--- config.mk ---
export PLATFORM = sky130hd
export DESIGN_NAME = ped_request_manager
export DESIGN_NICKNAME = d
export VERILOG_FILES = /design/src/rtl/ped_request_manager.sv
export SDC_FILE = /design/constraint.sdc
export NUM_CORES = 1
export LEC_CHECK = 0
export ABC_AREA = 1
export ABC_CLOCK_PERIOD_IN_PS = 1550
export CAP_MARGIN = 15
export CORE_MARGIN = 4
export CORE_UTILIZATION = 56
export CTS_CLUSTER_SIZE = 28
export DETAILED_ROUTE_END_ITERATION = 8
export MAX_ROUTING_LAYER = met4
export PLACE_DENSITY_LB_ADDON = 0.2
export SYNTH_ARGS = -nofsm -noshare
export SYNTH_HDL_FRONTEND = slang
export SYNTH_SLANG_ARGS = --single-unit
--- constraint.sdc ---
create_clock -name clk -period 1.55 [get_ports clk]
set_input_delay 0.465 -clock clk [delete_from_list [all_inputs] [get_ports clk]]
set_output_delay 0.465 -clock clk [all_outputs]
set_load 0.02 [all_outputs]
--- src/rtl/ped_request_manager.sv ---
// ped_request_manager: pedestrian phase front-end for the traffic light FSM.
// Synchronizes and debounces the crosswalk buttons, latches presses as pending
// requests (shown on wait_lamp), drives a single registered ped_req until the
// FSM serves the walk phase, then holds off new requests for a cooldown.
//
// Ports:
//   clk          system clock
//   reset        synchronous, active-high reset
//   btn          raw asynchronous pushbuttons, active-high
//   ped_green    walk indication from the traffic light FSM (already synchronous)
//   ped_req      registered request to the FSM, high only in REQUEST
//   wait_lamp    per-button request-pending lamps
//   served_pulse one-cycle pulse when a walk phase completes
//   serve_count  completed walk phases, saturating at 255
module ped_request_manager #(
  parameter int unsigned NUM_BUTTONS     = 2,
  parameter int unsigned DEBOUNCE_CYCLES = 4,
  parameter int unsigned COOLDOWN_CYCLES = 8
) (
  input  logic                   clk,
  input  logic                   reset,
  input  logic [NUM_BUTTONS-1:0] btn,
  input  logic                   ped_green,
  output logic                   ped_req,
  output logic [NUM_BUTTONS-1:0] wait_lamp,
  output logic                   served_pulse,
  output logic [7:0]             serve_count
);

  localparam int unsigned DB_W = 4;
  localparam int unsigned CD_W = 8;
  localparam logic [DB_W-1:0] DB_MAX  = DB_W'(DEBOUNCE_CYCLES);
  localparam logic [DB_W-1:0] DB_LAST = DB_W'(DEBOUNCE_CYCLES - 1);
  localparam logic [CD_W-1:0] CD_LAST =
    CD_W'((COOLDOWN_CYCLES == 0) ? 0 : COOLDOWN_CYCLES - 1);

  typedef enum logic [1:0] {
    IDLE     = 2'd0,
    REQUEST  = 2'd1,
    SERVING  = 2'd2,
    COOLDOWN = 2'd3
  } state_t;

  state_t                 state;
  logic [NUM_BUTTONS-1:0] s1;
  logic [NUM_BUTTONS-1:0] s2;
  logic [DB_W-1:0]        db_cnt [NUM_BUTTONS];
  logic [NUM_BUTTONS-1:0] recog;
  logic [NUM_BUTTONS-1:0] pending;
  logic [CD_W-1:0]        cd_cnt;

  assign wait_lamp = pending;

  // Two-flop synchronizer and saturating per-button debounce counters.
  always_ff @(posedge clk) begin
    if (reset) begin
      s1 <= '0;
      s2 <= '0;
      for (int i = 0; i < NUM_BUTTONS; i++) db_cnt[i] <= '0;
    end else begin
      s1 <= btn;
      s2 <= s1;
      for (int i = 0; i < NUM_BUTTONS; i++) begin
        if (!s2[i])
          db_cnt[i] <= '0;
        else if (db_cnt[i] != DB_MAX)
          db_cnt[i] <= db_cnt[i] + DB_W'(1);
      end
    end
  end

  // A press is recognized only on the DEBOUNCE_CYCLES-1 -> DEBOUNCE_CYCLES step,
  // so a held button cannot re-trigger until s2 has dropped.
  always_comb begin
    recog = '0;
    for (int i = 0; i < NUM_BUTTONS; i++)
      recog[i] = s2[i] && (db_cnt[i] == DB_LAST);
  end

  // Request/serve/cooldown state machine with registered outputs.
  // Entering SERVING always clears pending, overriding a same-cycle recognition.
  always_ff @(posedge clk) begin
    if (reset) begin
      state        <= IDLE;
      pending      <= '0;
      ped_req      <= 1'b0;
      served_pulse <= 1'b0;
      serve_count  <= '0;
      cd_cnt       <= '0;
    end else begin
      served_pulse <= 1'b0;
      case (state)
        IDLE: begin
          if (ped_green) begin
            state   <= SERVING;
            pending <= '0;
            ped_req <= 1'b0;
          end else begin
            pending <= pending | recog;
            if (|pending) begin
              state   <= REQUEST;
              ped_req <= 1'b1;
            end
          end
        end
        REQUEST: begin
          if (ped_green) begin
            state   <= SERVING;
            pending <= '0;
            ped_req <= 1'b0;
          end else begin
            pending <= pending | recog;
          end
        end
        SERVING: begin
          if (!ped_green) begin
            served_pulse <= 1'b1;
            if (serve_count != 8'hFF) serve_count <= serve_count + 8'd1;
            if (COOLDOWN_CYCLES == 0) begin
              if (|pending) begin
                state   <= REQUEST;
                ped_req <= 1'b1;
              end else begin
                state <= IDLE;
              end
            end else begin
              state  <= COOLDOWN;
              cd_cnt <= '0;
            end
          end
        end
        COOLDOWN: begin
          if (ped_green) begin
            state   <= SERVING;
            pending <= '0;
          end else begin
            pending <= pending | recog;
            if (cd_cnt == CD_LAST) begin
              if (|pending) begin
                state   <= REQUEST;
                ped_req <= 1'b1;
              end else begin
                state <= IDLE;
              end
            end else begin
              cd_cnt <= cd_cnt + CD_W'(1);
            end
          end
        end
        default: begin
          state   <= IDLE;
          pending <= '0;
          ped_req <= 1'b0;
        end
      endcase
    end
  end

endmodule
==> flow_summary.json, run 1 <==
{
  "status": "complete, no violations",
  "critPathKind": "register to primary output",
  "grt_usage_pct": 20.9,
  "yosysWarnings": 0,
  "hold_class": "register to register",
  "reg2reg_to": "serve_count[2]$_SDFFE_PP0P_",
  "dr.first_iter.drc_count": 94,
  "pwr_density_cell_mw_per_mm2": 883,
  "die_w_um": 64.5,
  "tightestPinTransition_ns": 0.268,
  "critPathMaxStageDelay_ns": 0.34,
  "cellLeakagePower_nw": 1.00,
  "io_buffers": 16,
  "synth_area_leaders": "dfxtp_1, edfxtp_1, nand2_1, inv_1, nor2_1",
  "finalCritPeriodShare_pct": 96.3,
  "num_io_pins": 17,
  "clock-root-buffer": "clkbuf_4",
  "finish.net_count": 296,
  "detail_route.vias_per_cell": 4.98,
  "cts_sinks": 34,
  "hpwl_mm": 2.69,
  "internal-power_mw": 1.51,
  "synth-async-reset-ratio_pct": 0,
  "numCtsBuffers": 5,
  "rrSetupSlack_ns": 0.15,
  "hold_viol": 0,
  "cts_setup_buffers": 0,
  "syn-mean-instance-area_um2": 7.30,
  "rsz0062_at_grt": "false",
  "final_area_mm2": 0.00224,
  "synth_top_area_cell": "dfxtp_1",
  "crit_path_end_kind": "primary output",
  "stdcell_count": 330,
  "fin_util_pct": 73.2,
  "ys_types": 28,
  "slew_headroom_pct": 82.0,
  "fmax_ghz": 0.670,
  "grt-ovfl-total": 0,
  "routed_wl_mm": 3.61,
  "crit_slowest_cell": "dfxtp_1",
  "synth_edf_count": 8,
  "clk_pin_slew_worst_paths_ns": 0.11,
  "cp_top_family": "flip-flops",
  "drive_gt1_share_pct": 15.7,
  "worstHoldPathCells": 2,
  "crit_chain": "dlygate4sd2_1",
  "fp.dieH_um": 64.5,
  "hp-start": "s1[1]$_SDFF_PP0_",
  "firstDrtPassIters": 4,
  "synth_top_cell_area_share_pct": 29.1,
  "antenna_found_initial": 0,
  "grt_pass1_vias": 1563,
  "drv_slew": 0,
  "dieArea_mm2": 0.00416,
  "timing.rr.start": "serve_count[0]$_SDFFE_PP0P_",
  "synth_top_flop_cell": "dfxtp_1",
  "grt_max_degree": 14,
  "ir_drop_uv": 718,
  "arrival_ns": 1.03,
  "seqPwrFrac_pct": 48.2,
  "cts_tree": "done",
  "placed_area_mm2": 0.00213,
  "synth-seq-area-share_pct": 42.5,
  "power_frac_clock_pct": 42.4,
  "final_antenna_net_count": 0,
  "layout_common_cells": "nand2_1, inv_1, nor2_1",
  "drc": 0,
  "place_congestion": 0.855,
  "dpl.cell_count": 322,
  "htreeDepth": 2,
  "vias": 1643,
  "crit_path_start_kind": "register",
  "swShare_pct": 23.7,
  "syn_inst": 245,
  "reg2reg_depth": 8,
  "cts.path.max_buffers": 2,
  "min_period_ns": 1.49,
  "syn-num-nets": 256,
  "drv_cap": 0,
  "synth_seq_cells": 34,
  "insertedDiodeCount": 0,
  "core_mm2": 0.00305,
  "rows": 20,
  "fillers": 245,
  "power_frac_comb_pct": 9.4,
  "worst-path-buf-inv": 1,
  "start_util_pct": 58.6,
  "netlist_area_mm2": 0.00179,
  "min_to": "s2[1]$_SDFF_PP0_",
  "syn2layout_area_growth_pct": 25.0,
  "wl_per_cell_um": 10.9,
  "clock_latency_ns": 0.36,
  "total_power_mw": 1.97,
  "fin_skew_ns": 0.00478,
  "final_common_cell": "nand2_1",
  "grt_pass1_wl_mm": 6.56,
  "required_ns": 1.08,
  "worst-path-max-fanout": 2,
  "p_switching_uw": 468,
  "setup_viol": 0
}
-- layout make-up --
cell class | count | area, um2 | share of cell area, %
clock buffer | 5 | 37.5 | 1.68
clock inverter | 3 | 68.8 | 3.08
inverter | 42 | 160 | 7.16
multi-input combinational | 167 | 861 | 38.5
sequential | 34 | 763 | 34.1
tap | 44 | 55.1 | 2.46
timing repair buffer | 35 | 290 | 13.0
-- cells by family after synthesis --
kind of cell	count (synthesis)	synth area share, %
simple gates	121	30.4
buf+inv	44	9.79
flops	34	42.5
fa+ha+maj	6	4.20
xor+xnor	6	2.94
compound gates	34	10.2
-- synthesized netlist by cell type (2+ instances only) --
| cell type | instances |
|---|---|
| xor2_1 | 4 |
| nand4_1 | 5 |
| ha_1 | 6 |
| o21ai_0 | 8 |
| edfxtp_1 | 8 |
| nor2_1 | 38 |
| nand2_1 | 49 |
| dfxtp_1 | 26 |
| a21oi_1 | 21 |
| inv_1 | 41 |
| nand3_1 | 17 |
| nor3_1 | 3 |
| nand2_2 | 3 |
| xnor2_1 | 2 |
-- state kept, by name, summed over array words and instances, names as in the netlist --
name,count
cd_cnt,8
db_cnt,8
ped_req,1
s1,2
s2,2
serve_count,8
served_pulse,1
state,2
wait_lamp,2
-- power groups by stage --
stage                     Combinational (mW)  Sequential, mW  Clock (mW)
after CTS                              0.183           0.951       0.852
after floorplan                        0.110           0.974           0
after global routing                   0.211           0.956       0.899
after global placement                 0.182           0.971           0
final                                  0.185           0.952       0.837
after detailed placement               0.184           0.970           0
-- per-layer routing --
metal,routed length (um),vias to the layer above,global-route usage [%]
li1,-,863,-
met1,1630,741,24.8
met2,1750,32,33.9
met3,164,7,5.72
met4,63,0,7.92
met5,0,-,-
-- stage by stage --
step | setup WS, ns | hold WS [ns] | TNS [ns]
3_3_place_gp | -0.237 | 0.394 | -5.08
4_1_cts | 0.00877 | 0.423 | 0
3_5_place_dp | -0.260 | 0.403 | -5.67
5_1_grt | 0.00156 | 0.447 | 0
6_report | 0.0567 | 0.422 | 0
2_1_floorplan | 0.0626 | 0.388 | 0
-- repair_timing --
item	CTS	global route
resized for setup	15	14
hold buffers	0	0
endpoints found under the setup margin	12	19
cloned	0	0
-- worst max-delay path by stage --
stage / from / to / slack [ns] / depth (start not counted)
floorplan: serve_count[1]$_SDFFE_PP0P_ / serve_count[2]$_SDFFE_PP0P_ / 0.06 / 8
global placement: ped_green / serve_count[5]$_SDFFE_PP0P_ / -0.24 / 8
detailed placement: ped_green / cd_cnt[6]$_SDFFE_PP0P_ / -0.26 / 7
CTS: serve_count[0]$_SDFFE_PP0P_ / serve_count[0] / 0.009 / 1
global route: wait_lamp[0]$_SDFFE_PP0P_ / wait_lamp[0] / 0.002 / 1
finish: wait_lamp[0]$_SDFFE_PP0P_ / wait_lamp[0] / 0.06 / 1
Power figures use the tool's default switching activity.
==> run 2: changes to the inputs <==
--- a/config.mk
+++ b/config.mk
@@ -6,14 +6,15 @@
 export NUM_CORES = 1
 export LEC_CHECK = 0
 export ABC_AREA = 1
-export ABC_CLOCK_PERIOD_IN_PS = 1550
+export ABC_CLOCK_PERIOD_IN_PS = 1600
 export CAP_MARGIN = 15
 export CORE_MARGIN = 4
-export CORE_UTILIZATION = 56
+export CORE_UTILIZATION = 43
 export CTS_CLUSTER_SIZE = 28
 export DETAILED_ROUTE_END_ITERATION = 8
 export MAX_ROUTING_LAYER = met4
 export PLACE_DENSITY_LB_ADDON = 0.2
+export SLEW_MARGIN = 20
 export SYNTH_ARGS = -nofsm -noshare
 export SYNTH_HDL_FRONTEND = slang
 export SYNTH_SLANG_ARGS = --single-unit
==> constraint.sdc (replaced) <==
create_clock -name clk -period 1.6 [get_ports clk]
set_input_delay 0.48 -clock clk [delete_from_list [all_inputs] [get_ports clk]]
set_output_delay 0.48 -clock clk [all_outputs]
set_load 0.02 [all_outputs]
==> flow_summary.json, run 2 (synthesis results as in run 1) <==
{
  "swShare_pct": 25.8,
  "grt_usage_pct": 15.2,
  "rrSetupSlack_ns": 0.20,
  "crit_path_start_kind": "input port",
  "detail_route.vias_per_cell": 4.71,
  "drv_slew": 0,
  "routed_wl_mm": 3.56,
  "stdcell_count": 333,
  "placed_area_mm2": 0.00212,
  "dr.first_iter.drc_count": 101,
  "critPathMaxStageDelay_ns": 0.46,
  "htreeDepth": 2,
  "final_common_cell": "nand2_1",
  "reg2reg_to": "cd_cnt[7]$_SDFFE_PP0P_",
  "ctsHoldBuffers": 0,
  "cts.path.max_buffers": 2,
  "reg.largest.list": "cd_cnt: 8 flops, db_cnt: 8 flops, serve_count: 8 flops",
  "hold_viol": 0,
  "num_io_pins": 17,
  "cts_tree": "done",
  "final_area_mm2": 0.00219,
  "power_frac_comb_pct": 10.4,
  "power_frac_clock_pct": 35.6,
  "finish.net_count": 293,
  "grt_pass1_wl_mm": 6.20,
  "place_congestion": 0.850,
  "min_period_ns": 1.49,
  "cellLeakagePower_nw": 0.999,
  "hpwl_mm": 2.67,
  "clock-root-buffer": "clkbuf_8",
  "reg2reg_depth": 8,
  "fin_skew_ns": 0.00350,
  "grt_pass1_vias": 1447,
  "fillers": 400,
  "clk_pin_slew_worst_paths_ns": 0.07,
  "min_to": "s2[0]$_SDFF_PP0_",
  "fmax_ghz": 0.673,
  "die_w_um": 72.5,
  "worst-path-buf-inv": 3,
  "drv_cap": 0,
  "cts_sinks": 34,
  "antenna_found_initial": 0,
  "firstDrtPassIters": 4,
  "syn2layout_area_growth_pct": 22.7,
  "vias": 1569,
  "crit_chain": "clkdlybuf4s50_1, nor2_4, nand2_2, inv_1, nand2_4, inv_4, nand3_2, nand2_1, nor2_1",
  "io_buffers": 16,
  "timing.rr.start": "cd_cnt[1]$_SDFFE_PP0P_",
  "required_ns": 1.78,
  "grt-ovfl-total": 0,
  "fp.dieH_um": 72.5,
  "rows": 23,
  "cp_top_family": "buffers and inverters",
  "worst-path-max-fanout": 9,
  "grt_max_degree": 14,
  "layout_common_cells": "nand2_1, inv_1, nor2_1",
  "crit_path_end_kind": "register",
  "setup_viol": 0,
  "wl_per_cell_um": 10.7,
  "status": "complete, no violations",
  "hold_class": "register to register",
  "dieArea_mm2": 0.00526,
  "drc": 0,
  "clock_latency_ns": 0.28,
  "seqPwrFrac_pct": 54.0,
  "final_antenna_net_count": 0,
  "slew_headroom_pct": 83.8,
  "drive_gt1_share_pct": 12.7,
  "p_switching_uw": 439,
  "insertedDiodeCount": 0,
  "start_util_pct": 44.7,
  "worstHoldPathCells": 2,
  "arrival_ns": 1.67,
  "critPathKind": "input port to register",
  "core_mm2": 0.00400,
  "internal-power_mw": 1.27,
  "pwr_density_cell_mw_per_mm2": 777,
  "fin_util_pct": 54.9,
  "ir_drop_uv": 470,
  "tightestPinTransition_ns": 0.243,
  "rsz0062_at_grt": "false",
  "numCtsBuffers": 5,
  "hp-start": "s1[0]$_SDFF_PP0_",
  "finalCritPeriodShare_pct": 92.9,
  "crit_slowest_cell": "clkdlybuf4s50_1",
  "dpl.cell_count": 325
}
run 2: changes by cell type in the layout (fill, tap and decap cells not counted), sizes merged:
cell           before  now
dlygate4sd2         3   12
clkbuf              7    5
clkinvlp            0    1
clkinv              1    2
buf                19   16
clkdlybuf4s15       7    0
bufinv              2    0
run 2: worst max path at each step:
stage	startpoint	endpoint	cells after the start	slack (ns)
2_1_floorplan	serve_count[1]$_SDFFE_PP0P_	serve_count[2]$_SDFFE_PP0P_	8	0.11
3_3_place_gp	ped_green	serve_count[2]$_SDFFE_PP0P_	9	-0.21
3_5_place_dp	ped_green	serve_count[2]$_SDFFE_PP0P_	9	-0.22
4_1_cts	ped_green	serve_count[5]$_SDFFE_PP0P_	8	0.07
5_1_grt	ped_green	serve_count[7]$_SDFFE_PP0P_	8	0.02
6_report	ped_green	serve_count[2]$_SDFFE_PP0P_	9	0.11
run 2: what timing repair did:
action,in CTS,in global routing
setup buffers,0,0
resized for setup,12,3
endpoints found under the setup margin,12,13
pin swaps,0,1
run 2: per-stage QoR:
stage	hold slack [ns]	TNS, ns	setup slack, ns	power (mW)
6_report	0.404	0	0.113	1.70
5_1_grt	0.415	0	0.0167	1.80
4_1_cts	0.401	0	0.0707	1.73
3_5_place_dp	0.396	-3.78	-0.221	1.12
3_3_place_gp	0.394	-3.60	-0.207	1.12
2_1_floorplan	0.388	0	0.113	1.05
run 2: layout make-up:
type                            instances  area (um2)  area share (%)
Inverter                               42         160            7.30
Clock inverter                          3        16.3           0.741
Clock buffer                            5        68.8            3.14
Timing Repair Buffer                   32         265            12.1
Multi-Input combinational cell        167         861            39.2
Tap cell                               50        62.6            2.85
Sequential cell                        34         761            34.7
run 2: metal layers:
metal	global-route usage (%)	vias to the layer above	share of wire [%]
met5	-	-	0
met4	4.92	0	1.6
met3	3.46	7	4.0
met2	24.3	23	46
met1	19.1	685	48
li1	-	854	-
run 2: worst min-delay path, delay by kind of cell (launching register included):
family	cells	cell delay, ns
flip-flops	1	0.30
AND/OR/NAND/NOR	1	0.03
buffers and inverters	1	0.04
run 2: power by group through the flow:
| stage | Combinational, mW | Clock (mW) | Sequential [mW] |
|---|---|---|---|
| after detailed placement | 0.177 | 0 | 0.941 |
| after global placement | 0.175 | 0 | 0.940 |
| after CTS | 0.176 | 0.634 | 0.921 |
| after global routing | 0.205 | 0.667 | 0.924 |
| final | 0.177 | 0.606 | 0.921 |
| after floorplan | 0.106 | 0 | 0.943 |
